--- src/rtl/hdmi_period_scheduler.sv ---
// Per-pixel period scheduler feeding the three TMDS encoders: video/control periods, preambles,
// guard bands and data-island sequencing with a packet request/start handshake.
module hdmi_period_scheduler #(
    parameter int FRAME_WIDTH   = 858,
    parameter int SCREEN_WIDTH  = 720,
    parameter int FRAME_HEIGHT  = 525,
    parameter int SCREEN_HEIGHT = 480,
    parameter int DI_START_X    = 724,
    parameter int MAX_PACKETS   = 2,
    parameter bit DVI_OUTPUT    = 1'b0,
    parameter int BIT_W         = $clog2(FRAME_WIDTH),
    parameter int BIT_H         = $clog2(FRAME_HEIGHT)
) (
    input  logic             clk_pixel,
    input  logic             reset,
    input  logic [BIT_W-1:0] cx,
    input  logic [BIT_H-1:0] cy,
    input  logic             hsync,
    input  logic             vsync,
    input  logic             packet_req,
    output logic [2:0]       mode,
    output logic [1:0]       ctl_ch0,
    output logic [1:0]       ctl_ch1,
    output logic [1:0]       ctl_ch2,
    output logic             packet_start,
    output logic [4:0]       packet_pixel
);

    localparam int CNT_W = $clog2(MAX_PACKETS + 1);

    localparam logic [BIT_W-1:0] L_SCREEN_W = BIT_W'(SCREEN_WIDTH);
    localparam logic [BIT_W-1:0] L_DI_X     = BIT_W'(DI_START_X);
    localparam logic [BIT_W-1:0] L_PRE_LO   = BIT_W'(FRAME_WIDTH - 10);
    localparam logic [BIT_W-1:0] L_PRE_HI   = BIT_W'(FRAME_WIDTH - 3);
    localparam logic [BIT_W-1:0] L_GUARD_LO = BIT_W'(FRAME_WIDTH - 2);
    localparam logic [BIT_W-1:0] L_GUARD_HI = BIT_W'(FRAME_WIDTH - 1);
    localparam logic [BIT_H-1:0] L_SCREEN_H = BIT_H'(SCREEN_HEIGHT);
    localparam logic [BIT_H-1:0] L_LAST_Y   = BIT_H'(FRAME_HEIGHT - 1);
    localparam logic [BIT_H:0]   L_SCREEN_H_X = (BIT_H+1)'(SCREEN_HEIGHT);
    localparam logic [CNT_W-1:0] L_MAX_PKTS = CNT_W'(MAX_PACKETS);

    localparam logic [2:0] MODE_CTRL   = 3'd0;
    localparam logic [2:0] MODE_VIDEO  = 3'd1;
    localparam logic [2:0] MODE_VGUARD = 3'd2;
    localparam logic [2:0] MODE_ISLAND = 3'd3;
    localparam logic [2:0] MODE_IGUARD = 3'd4;

    generate
        if (DI_START_X < SCREEN_WIDTH + 4 ||
            DI_START_X + 12 + 32 * MAX_PACKETS > FRAME_WIDTH - 14 ||
            MAX_PACKETS < 1 || MAX_PACKETS > 18) begin : g_param_check
            $error("hdmi_period_scheduler: data island does not fit in horizontal blanking");
        end
    endgenerate

    typedef enum logic [2:0] {S_IDLE, S_PRE, S_LGUARD, S_PACKET, S_TGUARD} state_t;

    state_t           r_state, w_state_next;
    logic [4:0]       r_cnt, w_cnt_next;
    logic [CNT_W-1:0] r_pkts, w_pkts_next;
    logic [2:0]       r_mode, w_mode_next;
    logic [1:0]       r_ctl0, r_ctl1, r_ctl2, w_ctl1_next, w_ctl2_next;
    logic             r_start, w_start_next;
    logic [4:0]       r_pix, w_pix_next;

    logic [BIT_H:0] w_cy_inc;
    logic           w_nxt_active, w_video, w_vpre, w_vguard, w_island_go;

    assign w_cy_inc     = {1'b0, cy} + (BIT_H+1)'(1);
    assign w_nxt_active = (cy == L_LAST_Y) || (w_cy_inc < L_SCREEN_H_X);
    assign w_video      = (cx < L_SCREEN_W) && (cy < L_SCREEN_H);
    assign w_vpre       = !DVI_OUTPUT && w_nxt_active && (cx >= L_PRE_LO) && (cx <= L_PRE_HI);
    assign w_vguard     = !DVI_OUTPUT && w_nxt_active && (cx >= L_GUARD_LO) && (cx <= L_GUARD_HI);
    assign w_island_go  = !DVI_OUTPUT && (cx == L_DI_X) && packet_req;

    always_ff @(posedge clk_pixel or posedge reset) begin
        if (reset) begin
            r_state <= S_IDLE;
            r_cnt   <= '0;
            r_pkts  <= '0;
            r_mode  <= MODE_CTRL;
            r_ctl0  <= 2'b00;
            r_ctl1  <= 2'b00;
            r_ctl2  <= 2'b00;
            r_start <= 1'b0;
            r_pix   <= '0;
        end else begin
            r_state <= w_state_next;
            r_cnt   <= w_cnt_next;
            r_pkts  <= w_pkts_next;
            r_mode  <= w_mode_next;
            r_ctl0  <= {vsync, hsync};
            r_ctl1  <= w_ctl1_next;
            r_ctl2  <= w_ctl2_next;
            r_start <= w_start_next;
            r_pix   <= w_pix_next;
        end
    end

    // Outputs are decoded from the next state so the first preamble pixel
    // appears on the cycle right after cx==DI_START_X is sampled.
    always_comb begin
        w_state_next = r_state;
        w_cnt_next   = r_cnt + 5'd1;
        w_pkts_next  = r_pkts;
        w_mode_next  = MODE_CTRL;
        w_ctl1_next  = 2'b00;
        w_ctl2_next  = 2'b00;
        w_start_next = 1'b0;
        w_pix_next   = '0;

        case (r_state)
            S_IDLE: begin
                w_cnt_next = '0;
                if (w_island_go) begin
                    w_state_next = S_PRE;
                    w_pkts_next  = '0;
                end
            end
            S_PRE: begin
                if (r_cnt == 5'd7) begin
                    w_state_next = S_LGUARD;
                    w_cnt_next   = '0;
                end
            end
            S_LGUARD: begin
                if (r_cnt == 5'd1) begin
                    w_state_next = S_PACKET;
                    w_cnt_next   = '0;
                    w_pkts_next  = r_pkts + CNT_W'(1);
                end
            end
            S_PACKET: begin
                if (r_cnt == 5'd31) begin
                    w_cnt_next = '0;
                    if (packet_req && (r_pkts < L_MAX_PKTS)) begin
                        w_pkts_next = r_pkts + CNT_W'(1);
                    end else begin
                        w_state_next = S_TGUARD;
                    end
                end
            end
            S_TGUARD: begin
                if (r_cnt == 5'd1) begin
                    w_state_next = S_IDLE;
                    w_cnt_next   = '0;
                end
            end
            default: begin
                w_state_next = S_IDLE;
                w_cnt_next   = '0;
            end
        endcase

        case (w_state_next)
            S_PRE: begin
                w_ctl1_next = 2'b01;
                w_ctl2_next = 2'b01;
            end
            S_LGUARD, S_TGUARD: w_mode_next = MODE_IGUARD;
            S_PACKET: begin
                w_mode_next  = MODE_ISLAND;
                w_pix_next   = w_cnt_next;
                w_start_next = (w_cnt_next == 5'd0);
            end
            default: begin
                if (w_vguard) begin
                    w_mode_next = MODE_VGUARD;
                end else if (w_vpre) begin
                    w_ctl1_next = 2'b01;
                end else if (w_video) begin
                    w_mode_next = MODE_VIDEO;
                end
            end
        endcase
    end

    assign mode         = r_mode;
    assign ctl_ch0      = r_ctl0;
    assign ctl_ch1      = r_ctl1;
    assign ctl_ch2      = r_ctl2;
    assign packet_start = r_start;
    assign packet_pixel = r_pix;

endmodule

--- config.mk ---
export PLATFORM = sky130hd
export DESIGN_NAME = hdmi_period_scheduler
export DESIGN_NICKNAME = d
export VERILOG_FILES = /design/src/rtl/hdmi_period_scheduler.sv
export SDC_FILE = /design/constraint.sdc
export NUM_CORES = 1
export LEC_CHECK = 0
export BUFFER_PORTS_ARGS = -buffer_cell sky130_fd_sc_hd__buf_2
export CORE_MARGIN = 2
export CORE_UTILIZATION = 49
export CTS_CLUSTER_DIAMETER = 30
export DETAILED_ROUTE_END_ITERATION = 12
export GPL_TIMING_DRIVEN = 0
export PLACE_DENSITY = 0.83
export SLEW_MARGIN = 20
export SYNTH_ARGS = -nofsm -noshare
export SYNTH_HDL_FRONTEND = slang
export SYNTH_SLANG_ARGS = --single-unit
--- constraint.sdc ---
create_clock -name clk_pixel -period 2.2 [get_ports clk_pixel]
set_input_delay 0.33 -clock clk_pixel [delete_from_list [all_inputs] [get_ports clk_pixel]]
set_output_delay 0.33 -clock clk_pixel [all_outputs]
set_load 0.005 [all_outputs]
# Word-level counts from Yosys, hierarchy flattened
# Index checks and enable logic that the tools add are counted.
[word_totals]
register_bits = 25
latch_bits = 0
ram_bits = 0
input_bits = 25
output_inout_bits = 15
memories = 0
elab_cells = 78
rom_bits = 0
[classes]
n_reduce_logical = 15
n_lt_le_gt_ge = 8
n_mul = 0
n_eq_ne = 17
muxes = 26
shift = 0
bitwise_logic = 0
n_addsub = 3
div = 0
[ops]
columns = ["cell", "count"]
rows = [
  ["10-bit == test (second input constant)", 2],
  ["10-bit greater-or-equal comparator (second input constant)", 2],
  ["10-bit <= comparator (second input constant)", 2],
  ["5-bit 2-to-1 mux", 4],
  ["3-bit 2-to-1 mux", 6],
  ["3-bit case mux with 5 select lines", 1],
  ["5-bit case mux with 3 select lines", 1],
  ["3-bit by 2-bit == test with 1-bit output (second input constant)", 4],
  ["10-bit by 1-bit adder with 11-bit output (second input constant)", 1],
  ["11-bit by 9-bit < comparator with 1-bit output (second input constant)", 1],
  ["10-bit < comparator (second input constant)", 1],
  ["10-bit by 9-bit < comparator with 1-bit output (second input constant)", 1],
  ["2-bit 2-to-1 mux", 5],
  ["3-bit case mux with 3 select lines", 1],
  ["2-bit != test (second input constant)", 4],
  ["1-bit logical AND", 7],
  ["3-bit by 1-bit == test with 1-bit output (second input constant)", 2],
  ["3-bit == test (second input constant)", 2],
  ["1-bit 2-to-1 mux", 6],
  ["2-bit case mux with 3 select lines", 1],
  ["5-bit by 1-bit adder with 5-bit output (second input constant)", 1],
  ["5-bit by 1-bit == test with 1-bit output (second input constant)", 1],
  ["5-bit by 3-bit == test with 1-bit output (second input constant)", 1],
  ["5-bit == test (second input constant)", 1],
  ["other kinds (10)", 11],
]

# Depth between registers and ports, before layout
[logic_depth]
word_depth = 8
depth_mapped = 8
depth_no_buf = 8

# Worst setup path after synthesis
# Ideal clock, no wire load.
[synth_path]
path_type = "register to register"
start = "register r_cnt[0]"
end = "register r_mode[1], in the netlist mode[1]"
setup_slack_ns = 0.303
t_arrival_ns = 1.787
t_required_ns = 2.090
stages_incl_launch_ff = 9
path_buffers = 0
setup_time_ns = 0.110
period_less_slack_ns = 1.897
path_cell_list = "dfrtp_1 -> ha_1 -> and3_1 -> ha_1 -> nand2_1 -> o221ai_1 -> a31o_1 -> inv_2 -> o41ai_1"
[synth_via]
elab_chain_cells = 6
elab_cells_between_ends = 14
cone_classes = "eq/ne: 7; mux: 6; reduce/logical: 1"
[synth_lines]
columns = ["element", "line_no", "source"]
rows = [
  ["start: declaration", "59", "logic [4:0] r_cnt, w_cnt_next;"],
  ["start signal: assignment", "89", "r_cnt <= w_cnt_next;"],
  ["5-bit by 1-bit == test with 1-bit output (tied with other cells)", "127, 144", ""],
  ["3-bit 2-to-1 mux (on tied branches)", "-", ""],
  ["3-bit case mux with 5 select lines (*)", "112", "case (r_state)"],
  ["net w_state_next[0]", "58", "state_t r_state, w_state_next;"],
  ["3-bit by 2-bit == test with 1-bit output / 3-bit == test (equally long branches)", "155", "case (w_state_next)"],
  ["2-bit OR reduction", "155", ""],
  ["3-bit case mux with 3 select lines (*)", "155", ""],
  ["net w_mode_next[1]", "61", "logic [2:0] r_mode, w_mode_next;"],
  ["end signal: assignment", "91", "r_mode <= w_mode_next;"],
  ["end: declaration", "61", ""],
]
# Mark *: on every way through the listed nets, which the timed path passes. The rest lies on a longest branch.
# A chain may end at the register's enable or synchronous reset.

# Worst setup path in the final report
[layout_path]
start = "register r_cnt[1]"
end = "register r_mode[1], in the netlist mode[1]"
# The elaborated chain is that of the path after synthesis.

==> run summary <==
Outcome -> finished, final reports clean
Global Route Usage Sum -> 0.214
Cell variety after synth -> 50
Worst vdd ir -> 0.000313 V
Vias/cell -> 5.84
Reg2Reg Depth -> 8
Synth Area in Adders -> 0.0306
Port Buf Inserts -> 37
Hold Path Stages -> 1
Proportion of layout cells with a drive suffix above 1 -> 0.356
Main combinational cell family by area after synthesis -> simple AND/OR/NAND/NOR gates
Worst setup EP type -> flip-flop
Vias -> 1128
Gate power share -> 0.098
Final Net Count -> 192
Power share of the clock group -> 0.286
Post-Synth Simple-Gate Area -> 0.260
Top-area cell type share of the netlist area -> 0.469
Top cells by area, synth -> dfrtp_1, ha_1, nor2_1
Max-cap violations -> 0
DRT iter0 DRCs -> 17
Yosys reg bits -> 23
Yosys warning total -> 0
Pin count of the biggest net entering global routing -> 24
Clock skew -> 0.00699 ns
Startpoint Class -> flip-flop
Average size of a mapped cell -> 10.2 um^2
WP data arrival -> 2.31 ns
Routed WL per cell -> 14.8 um
Setup CP Type -> flip-flop to flip-flop
Flop pwr share -> 0.616
Dpl hpwl -> 2.17 mm
Initial core utilization -> 0.504
Crit path time final -> 2.08 ns
DIE WIDTH -> 54.0 um
Core footprint -> 2430 um^2
WP data required -> 2.43 ns
Die Area -> 2920 um^2
Sequential area share after synthesis -> 0.469
Post-synth top cells -> dfrtp_1, nor2_1, nand2_1, nand3_1
Hold Vio Cnt, Final -> 0
Final weighted congestion in routability-driven placement -> 0.941
Final wirelength -> 2.85 mm
Slew HR -> 0.427
Vias in the first global route -> 1111
Antenna cells -> 0
First-pass DRT Iterations -> 4
H-tree depth -> 1
LEAKAGE -> 0.000727 uW
I/O pin count -> 40
Row count -> 18
Antenna Nets Post-Route -> 0
Worst-path clk slew -> 0.13 ns
Area leader, netlist -> dfrtp_1
TritonCTS Sinks -> 23
Die height -> 54.0 um
Worst-margin pin slew -> 0.858 ns
Clk_lat worst skew -> 0.32 ns
Drt drc -> 0
EDFF count, synth -> 0
Internal power -> 529 uW
Switching power -> 169 uW
Remaining Overflow, GRT -> 0
CTS tree -> done
Dominant cell by count in the synthesized netlist -> dfrtp_1
# hold bufs at CTS -> 0
Post-synthesis mux area share -> 0.00918
Post-synth top flop -> dfrtp_1
Net Sw Frac -> 0.242
Final worst-path cycle share -> 0.946
Global-route wire length before repair -> 4.55 mm
Initial antenna violation count -> 0
Mapped Cells -> 120
Xor and xnor fraction of the mapped netlist area -> 0.0214
Async SR Flop Fraction -> 1.00
Count of pins over their slew limit -> 0
Worst-case clock buffer depth -> 2
FMAX -> 481 MHz
Cell Pwr Density -> 462 nW/um^2
Setup_tns -> 0 ns
Area Overhead vs Synth -> 23.4%
CTS Buf Count -> 3
Synthesized area -> 1230 um^2
Worst hold path type -> input port to flip-flop
Worst-path maximum fanout -> 5
Synth Area in Compound Gates -> 0.169
Root Buffer -> clkbuf_4
Worst-case hold slack -> 0.102 ns
Final setup viols -> 0
Fillcell total -> 210
cells in the final DEF (no fill, tap or decap), types with 2 or more instances in the layout:
| cell | netlist | routed |
|---|---|---|
| a211o_1 | 2 | 2 |
| clkbuf_4 | 0 | 3 |
| nand3_1 | 6 | 6 |
| xor2_1 | 2 | 2 |
| buf_2 | 0 | 37 |
| or3_1 | 2 | 2 |
| conb_1 | 1 | 2 |
| nand4_1 | 3 | 3 |
| dfrtp_1 | 23 | 23 |
| clkbuf_1 | 3 | 3 |
| nor3_1 | 4 | 4 |
| o21ai_0 | 3 | 3 |
| ha_2 | 0 | 2 |
| nor4bb_1 | 2 | 2 |
| nand2_1 | 6 | 6 |
| a211oi_1 | 2 | 2 |
| buf_4 | 2 | 3 |
| nor4b_2 | 1 | 2 |
| o32ai_1 | 2 | 2 |
| a31o_1 | 2 | 2 |
| nor2_1 | 10 | 10 |
| nand3b_1 | 2 | 2 |
| nor2b_1 | 4 | 4 |
| a21oi_1 | 2 | 2 |
| or2_2 | 2 | 2 |
| inv_1 | 4 | 4 |
| o211ai_1 | 2 | 2 |
sequential cells by signal, summed over array words and instances (netlist names):
| name | count |
|---|---|
| ctl_ch0 | 2 |
| mode | 3 |
| packet_pixel | 5 |
| ctl_ch1 | 1 |
| r_state | 3 |
| ctl_ch2 | 1 |
| r_cnt | 5 |
| packet_start | 1 |
| r_pkts | 2 |
final timing paths:
check                          start              end  slack [ns]
max                         r_cnt[1]          mode[1]        0.12
max reg2reg                 r_cnt[1]          mode[1]        0.12
min reg2reg                r_pkts[1]        r_pkts[1]        0.54
min in group asynchronous      reset       ctl_ch0[1]        0.16
max in group asynchronous      reset  packet_pixel[3]        1.51
min                            vsync       ctl_ch0[1]        0.10
critical path: stages, from the launching register on:
cell and delay, ns:
dfrtp_1 0.43, ha_2 0.22, and3_1 0.17, ha_2 0.23
nand2_1 0.12, o221ai_2 0.20, a31o_1 0.23, inv_2 0.06
o41ai_2 0.33
kinds of logic (layout without fill, tap and decap cells):
family / after synthesis / after routing
other: 1 / 2
flip-flops: 23 / 23
AO/OA/AOI/OAI: 27 / 27
AND/OR/NAND/NOR: 52 / 52
XOR/XNOR: 3 / 3
multiplexers: 1 / 1
adder cells (fa/ha/maj): 3 / 3
buffers and inverters: 10 / 52
stage by stage:
step	worst slack [ns]	total power, uW	util	instances	cell area, um^2
3_5_place_dp	0.0156	506	0.597	188	1450
5_1_grt	-0.0220	731	0.622	193	1510
6_report	0.119	698	0.622	193	1510
3_3_place_gp	0.0701	502	0.597	188	1450
2_1_floorplan	0.303	468	-	121	1230
4_1_cts	0.0121	700	0.612	193	1490
area by class of cell:
class                      count  area, um^2  area share
tap                           30        37.5      0.0248
clock inverter                 1        5.00     0.00331
buffer                         5        26.3      0.0174
clock buffer                   3        22.5      0.0149
inverter                       5        18.8      0.0124
multi-input combinational     88         634       0.419
timing repair buffer          38         193       0.127
sequential                    23         576       0.380
power groups by stage:
| stage | clock network [uW] | logic (uW) | registers [uW] |
|---|---|---|---|
| floorplan | 0 | 28.9 | 439 |
| global placement | 0 | 63.4 | 438 |
| detailed placement | 0 | 66.8 | 439 |
| CTS | 201 | 68.1 | 430 |
| global route | 222 | 77.2 | 431 |
| finish | 200 | 68.2 | 430 |
metal layers:
metal	part of all wire	track usage	wire length [um]
met5	0	0	0
met4	0.024	0.0625	67
met3	0.075	0.0361	214
met2	0.51	0.423	1460
met1	0.39	0.227	1100
repair_timing:
action                     4_1_cts  5_1_grt
resized for setup                0        5
setup endpoints to repair        1        5
buffers inserted                 1        0
No activity file was read; power rests on OpenSTA's default activity.
